`src/rtl/dcim_pkg.sv`:
```
// Shared definitions for the DCIM bit-serial MAC blocks.
// Holds the MAC state encoding, default tile geometry and the width helpers
// that derive partial-sum and accumulator widths from that geometry.
package dcim_pkg;

  typedef enum logic [1:0] {
    S_IDLE  = 2'd0,
    S_ACCUM = 2'd1,
    S_HOLD  = 2'd2
  } state_t;

  localparam int DEF_ROWS    = 2;
  localparam int DEF_LANES   = 8;
  localparam int DEF_W_BITS  = 4;
  localparam int DEF_IN_BITS = 8;

  // Signed partial-sum width: one weight word, growth for ROWS*LANES terms,
  // plus a sign bit so unsigned weights still fit a signed container.
  function automatic int psum_w(input int rows, input int lanes, input int w_bits);
    return w_bits + $clog2(rows * lanes) + 1;
  endfunction

  // Accumulator width: partial sum scaled by up to 2^(IN_BITS-1) in either
  // direction; one extra bit per activation bit covers both sign modes.
  function automatic int acc_w(input int rows, input int lanes, input int w_bits,
                               input int in_bits);
    return psum_w(rows, lanes, w_bits) + in_bits;
  endfunction

endpackage

```
`src/rtl/local_psum_tree.sv`:
```
// Combinational bit-plane partial sum for one weight tile.
// Each word contributes its weight (sign- or zero-extended) when its
// activation bit is set; the contributions are summed into psum.
//   in_bits  : one activation bit per word, word i at bit i
//   wt       : weights, word i at [i*W_BITS +: W_BITS]
//   w_signed : 1 = weights are two's complement
//   psum     : signed sum of gated weights
module local_psum_tree
  import dcim_pkg::*;
#(
  parameter  int ROWS   = DEF_ROWS,
  parameter  int LANES  = DEF_LANES,
  parameter  int W_BITS = DEF_W_BITS,
  localparam int N      = ROWS * LANES,
  localparam int PSUM_W = psum_w(ROWS, LANES, W_BITS)
) (
  input  logic [N-1:0]              in_bits,
  input  logic [N*W_BITS-1:0]       wt,
  input  logic                      w_signed,
  output logic signed [PSUM_W-1:0]  psum
);

  logic [N-1:0][PSUM_W-1:0] term;

  for (genvar i = 0; i < N; i++) begin : g_word
    logic [W_BITS-1:0] w;
    logic              ext;
    assign w       = wt[i*W_BITS +: W_BITS];
    assign ext     = w_signed & w[W_BITS-1];
    assign term[i] = in_bits[i] ? {{(PSUM_W-W_BITS){ext}}, w} : '0;
  end

  // PSUM_W is sized so the exact sum never overflows; plain modular adds
  // are therefore exact. Synthesis balances this chain into a tree.
  always_comb begin
    psum = '0;
    for (int i = 0; i < N; i++) psum = psum + $signed(term[i]);
  end

endmodule

```
`src/rtl/dcim_serial_mac.sv`:
```
// Bit-serial MAC over a ROWS x LANES weight tile.
// Activations arrive one bit-plane per beat, LSB first; each beat's partial
// sum is shifted by the beat index and accumulated. With signed activations
// the MSB plane carries negative weight and is subtracted.
//   start/w_signed/x_signed : launch an operation, latch sign modes
//   wt                      : weight tile, stable for the whole operation
//   in_valid/in_bits/in_ready : bit-plane beat handshake
//   busy                    : operation in progress
//   out_valid/out_ready/result : signed result handshake
module dcim_serial_mac
  import dcim_pkg::*;
#(
  parameter  int ROWS    = DEF_ROWS,
  parameter  int LANES   = DEF_LANES,
  parameter  int W_BITS  = DEF_W_BITS,
  parameter  int IN_BITS = DEF_IN_BITS,
  localparam int PSUM_W  = psum_w(ROWS, LANES, W_BITS),
  localparam int ACC_W   = acc_w(ROWS, LANES, W_BITS, IN_BITS)
) (
  input  logic                        clk,
  input  logic                        rst_n,
  input  logic                        start,
  input  logic                        w_signed,
  input  logic                        x_signed,
  input  logic [ROWS*LANES*W_BITS-1:0] wt,
  input  logic                        in_valid,
  input  logic [ROWS*LANES-1:0]       in_bits,
  output logic                        in_ready,
  output logic                        busy,
  output logic                        out_valid,
  input  logic                        out_ready,
  output logic [ACC_W-1:0]            result
);

  localparam int BEAT_W = (IN_BITS > 1) ? $clog2(IN_BITS) : 1;
  localparam logic [BEAT_W-1:0] LAST_BEAT = BEAT_W'(IN_BITS - 1);

  state_t                   state_q, state_d;
  logic [BEAT_W-1:0]        beat_q;
  logic signed [ACC_W-1:0]  acc_q;
  logic                     w_sgn_q, x_sgn_q;
  logic signed [PSUM_W-1:0] psum;
  logic signed [ACC_W-1:0]  term;
  logic                     fire, last, launch;

  local_psum_tree #(
    .ROWS   (ROWS),
    .LANES  (LANES),
    .W_BITS (W_BITS)
  ) u_tree (
    .in_bits  (in_bits),
    .wt       (wt),
    .w_signed (w_sgn_q),
    .psum     (psum)
  );

  assign fire   = (state_q == S_ACCUM) && in_valid;
  assign last   = (beat_q == LAST_BEAT);
  // HOLD with out_ready and start hands straight over to a fresh operation.
  assign launch = start && ((state_q == S_IDLE) || (state_q == S_HOLD && out_ready));

  // Sign-extend psum to accumulator width, then weight by 2^beat.
  assign term = {{IN_BITS{psum[PSUM_W-1]}}, psum} <<< beat_q;

  always_comb begin
    state_d = state_q;
    unique case (state_q)
      S_IDLE:  if (start) state_d = S_ACCUM;
      S_ACCUM: if (fire && last) state_d = S_HOLD;
      S_HOLD:  if (out_ready) state_d = start ? S_ACCUM : S_IDLE;
      default: state_d = S_IDLE;
    endcase
  end

  always_ff @(posedge clk or negedge rst_n) begin
    if (!rst_n) state_q <= S_IDLE;
    else        state_q <= state_d;
  end

  always_ff @(posedge clk or negedge rst_n) begin
    if (!rst_n) begin
      acc_q   <= '0;
      beat_q  <= '0;
      w_sgn_q <= 1'b0;
      x_sgn_q <= 1'b0;
    end else if (launch) begin
      acc_q   <= '0;
      beat_q  <= '0;
      w_sgn_q <= w_signed;
      x_sgn_q <= x_signed;
    end else if (fire) begin
      acc_q  <= (last && x_sgn_q) ? acc_q - term : acc_q + term;
      beat_q <= beat_q + 1'b1;
    end
  end

  assign in_ready  = (state_q == S_ACCUM);
  assign busy      = (state_q != S_IDLE);
  assign out_valid = (state_q == S_HOLD);
  assign result    = acc_q;

endmodule
```
`config.mk`:
```
export PLATFORM = sky130hd
export DESIGN_NAME = dcim_serial_mac
export DESIGN_NICKNAME = d
export VERILOG_FILES = /design/src/rtl/dcim_pkg.sv /design/src/rtl/local_psum_tree.sv /design/src/rtl/dcim_serial_mac.sv
export SDC_FILE = /design/constraint.sdc
export NUM_CORES = 1
export LEC_CHECK = 0
export CORE_MARGIN = 2
export CORE_UTILIZATION = 55
export CTS_BUF_LIST = sky130_fd_sc_hd__clkbuf_4 sky130_fd_sc_hd__clkbuf_8
export DETAILED_ROUTE_END_ITERATION = 12
export GPL_ROUTABILITY_DRIVEN = 0
export HOLD_SLACK_MARGIN = 0.02
export PLACE_DENSITY = 0.94
export SLEW_MARGIN = 20
export SYNTH_ARGS = -nofsm -noshare
export SYNTH_HDL_FRONTEND = slang
export SYNTH_SLANG_ARGS = --single-unit
```
`constraint.sdc`:
```
create_clock -name clk -period 11.3 [get_ports clk]
set_clock_uncertainty 0.2 [all_clocks]
set_input_delay 1.13 -clock clk [delete_from_list [all_inputs] [get_ports clk]]
set_output_delay 1.13 -clock clk [all_outputs]
set_load 0.01 [all_outputs]
```
==> flow_summary.yaml <==
timing:
  rsz0062_at_grt: "no"
  finalMaxSlewViolations: 0
  hold_violations: 0
  fmax_ghz: 0.0986
  worstMarginPinSlew_ns: 0.847
  slew_headroom_pct: 43.5
  setup_viol: 0
  period_minus_slack_ns: 10.15
  setup_tns_ns: 0
  min_period_over_period_pct: 89.8
floorplanning:
  start_util_pct: 57.1
  num_io_pins: 107
  die_h_microns: 102
  dieArea_sq_um: 10500
  rows: 35
  die-width_microns: 102
  core_region_area_sq_um: 9330
synth:
  synthCells: 645
  yosys_register_bits: 24
  yosys_most_used_dff: "dfrtp_1"
  yosys-top-cells-area: "fa_1 (30%), dfrtp_1 (11%), ha_1 (7.8%)"
  synth.most_common_cell: "inv_1"
  synthesis.nets: 844
  synth_top_area_share_pct: 29.7
  yosys.area.top_type: "fa_1"
  syn_area_per_cell_sq_um: 8.25
  synth_area_sq_um: 5320
  synth.distinct_cells: 61
  yosysWarnings: 0
  synth_edf_count: 0
  synthArstFlopShare_pct: 100
  synth_common_cells: "inv_1 (109), nand2_1 (89), fa_1 (79), nor2_1 (37), ha_1 (33)"
  ys_seq_area_share_pct: 11.3
routing:
  remaining_drc_errors: 0
  routedWlPerCell_microns: 16.4
  drtIter0Drc: 325
  wl_microns: 14200
  vias_per_cell: 5.71
  vias: 4957
  drtPass1Iterations: 5
  postRouteAntennaNets: 0
global_route:
  gr-usage-met2_pct: 52.5
  grt_util_met1_pct: 34.3
  grtUsageTotal_pct: 29.1
  use_met3_pct: 4.10
  grt_pass1_wl_microns: 24200
  grt_max_degree: 27
  overflow: 0
  grt.busiest_layer: "met2"
  antenna_found_initial: 0
  first_global_vias: 5355
clock_tree:
  insertion_delay_ns: 0.28
  cts_setup_buffers: 0
  cts.path.max_buffers: 2
  cts-root-buf: "clkbuf_8"
  cts_hold_buf: 0
  cts_buffers: 3
  cts_resized: 0
  clock-sinks: 24
  clkTransAtPathRegs_ns: 0.09
  h-tree-depth: 1
  cts_tree: "built"
setup_path:
  crit_path_start_kind: "primary input"
  cp.depth: 29
  cpMostUsedCell: "fa_1"
  crit_slowest_cell: "fa_1"
  regToRegSetupSlack_ns: 1.83
  r2r-start: "w_sgn_q"
  cp-end-kind: "register"
  reg2reg_depth: 28
  worstSetupEndpoint: "result[16]"
  slowest_delay_ns: 0.60
  cp_top_family: "adder cells"
  cp-startpoint: "in_bits[14]"
  worstPathMaxFanout: 12
  crit_buf_inv: 4
  arrival_ns: 10.12
  rr_endpoint: "result[16]"
  crit_type: "primary input to register"
  cp.required_ns: 11.27
min_path:
  min_path_cells: 2
  min_path_type: "register to register"
final_layout:
  nNetsFinal: 939
  syn_to_final_growth_pct: 23.1
  diodes: 0
  seq_area_sq_um: 601
  fill_cells: 678
  layout-drive-gt1-share_pct: 2.98
  multi_input_area_sq_um: 4240
  utilization_pct: 70.2
run:
  maxCapViolCount: 0
place:
  port_buffers: 106
  dp_hpwl_microns: 11700
run_status:
  status: "finished, final reports clean"
-- area by class of cell --
cell class,count,share of cell area [%]
clock buffer,3,0.630
clock inverter,1,0.458
inverter,110,6.30
multi-input combinational,494,64.7
sequential,24,9.17
tap,129,2.46
timing repair buffer,107,16.2
-- logic make-up (layout without fill, tap and decap cells) --
kind of cell | after synthesis | after routing | synth area share (%)
simple gates | 227 | 227 | 20.7
buf+inv | 127 | 221 | 9.05
compound gates | 114 | 114 | 14.3
fa+ha+maj | 112 | 112 | 37.5
xor+xnor | 37 | 37 | 6.37
flops | 24 | 24 | 11.3
mux | 4 | 4 | 0.823
-- per-stage QoR --
step           setup slack, ns  hold WS [ns]  instance area [sq um]  std cells
2_1_floorplan             2.10         0.296                   5320        645
3_3_place_gp              1.25         0.290                   6480        864
4_1_cts                   1.22         0.327                   6560        868
3_5_place_dp              1.03         0.305                   6480        864
5_1_grt                  0.689         0.367                   6550        868
6_report                  1.15         0.323                   6550        868
-- per-layer routing --
metal / part of all wire [%] / vias to the layer above
met5: 0 / -
met4: 3.6 / 0
met3: 6.9 / 58
met2: 50 / 248
met1: 39 / 2361
li1: - / 2290
-- cells in the final DEF, fill, tap and decap left out, types with 6 or more instances in the layout --
master             n
or3_1              7
o21ai_0           26
a31oi_1            7
ha_1              33
and3_1            14
dfrtp_1           24
o211ai_1           6
xor2_1            14
inv_1            109
nand2_1           89
nand2b_1           6
xnor2_1           22
and2_1            29
a21o_1             7
nor2b_1            6
a21oi_1           25
clkdlybuf4s50_1  105
o31ai_1            6
fa_1              79
nor3_1             8
nor2_1            37
nand3_1           16
-- tightest hold or removal path: cells and delay by family, from the launching register on --
kind | cells | cell delay (ns)
DFF | 1 | 0.37
and+or+nand+nor | 1 | 0.05
AOI/OAI and AO/OA | 1 | 0.07
-- sequential cells by signal (all words and copies together), names as in the netlist --
name / flops
state_q: 2
result: 17
w_sgn_q: 1
x_sgn_q: 1
beat_q: 3
-- worst min path at each step --
stage / from / end / slack, ns
finish: result[14] / result[14] / 0.32
global route: result[12] / result[12] / 0.37
CTS: result[12] / result[12] / 0.33
detailed placement: result[12] / result[12] / 0.30
global placement: result[0] / result[0] / 0.29
floorplan: x_sgn_q / x_sgn_q / 0.30
Power is left out: the tool's default activity adds up to more than one toggle a clock period on the data nets, which glitch-free logic cannot reach.
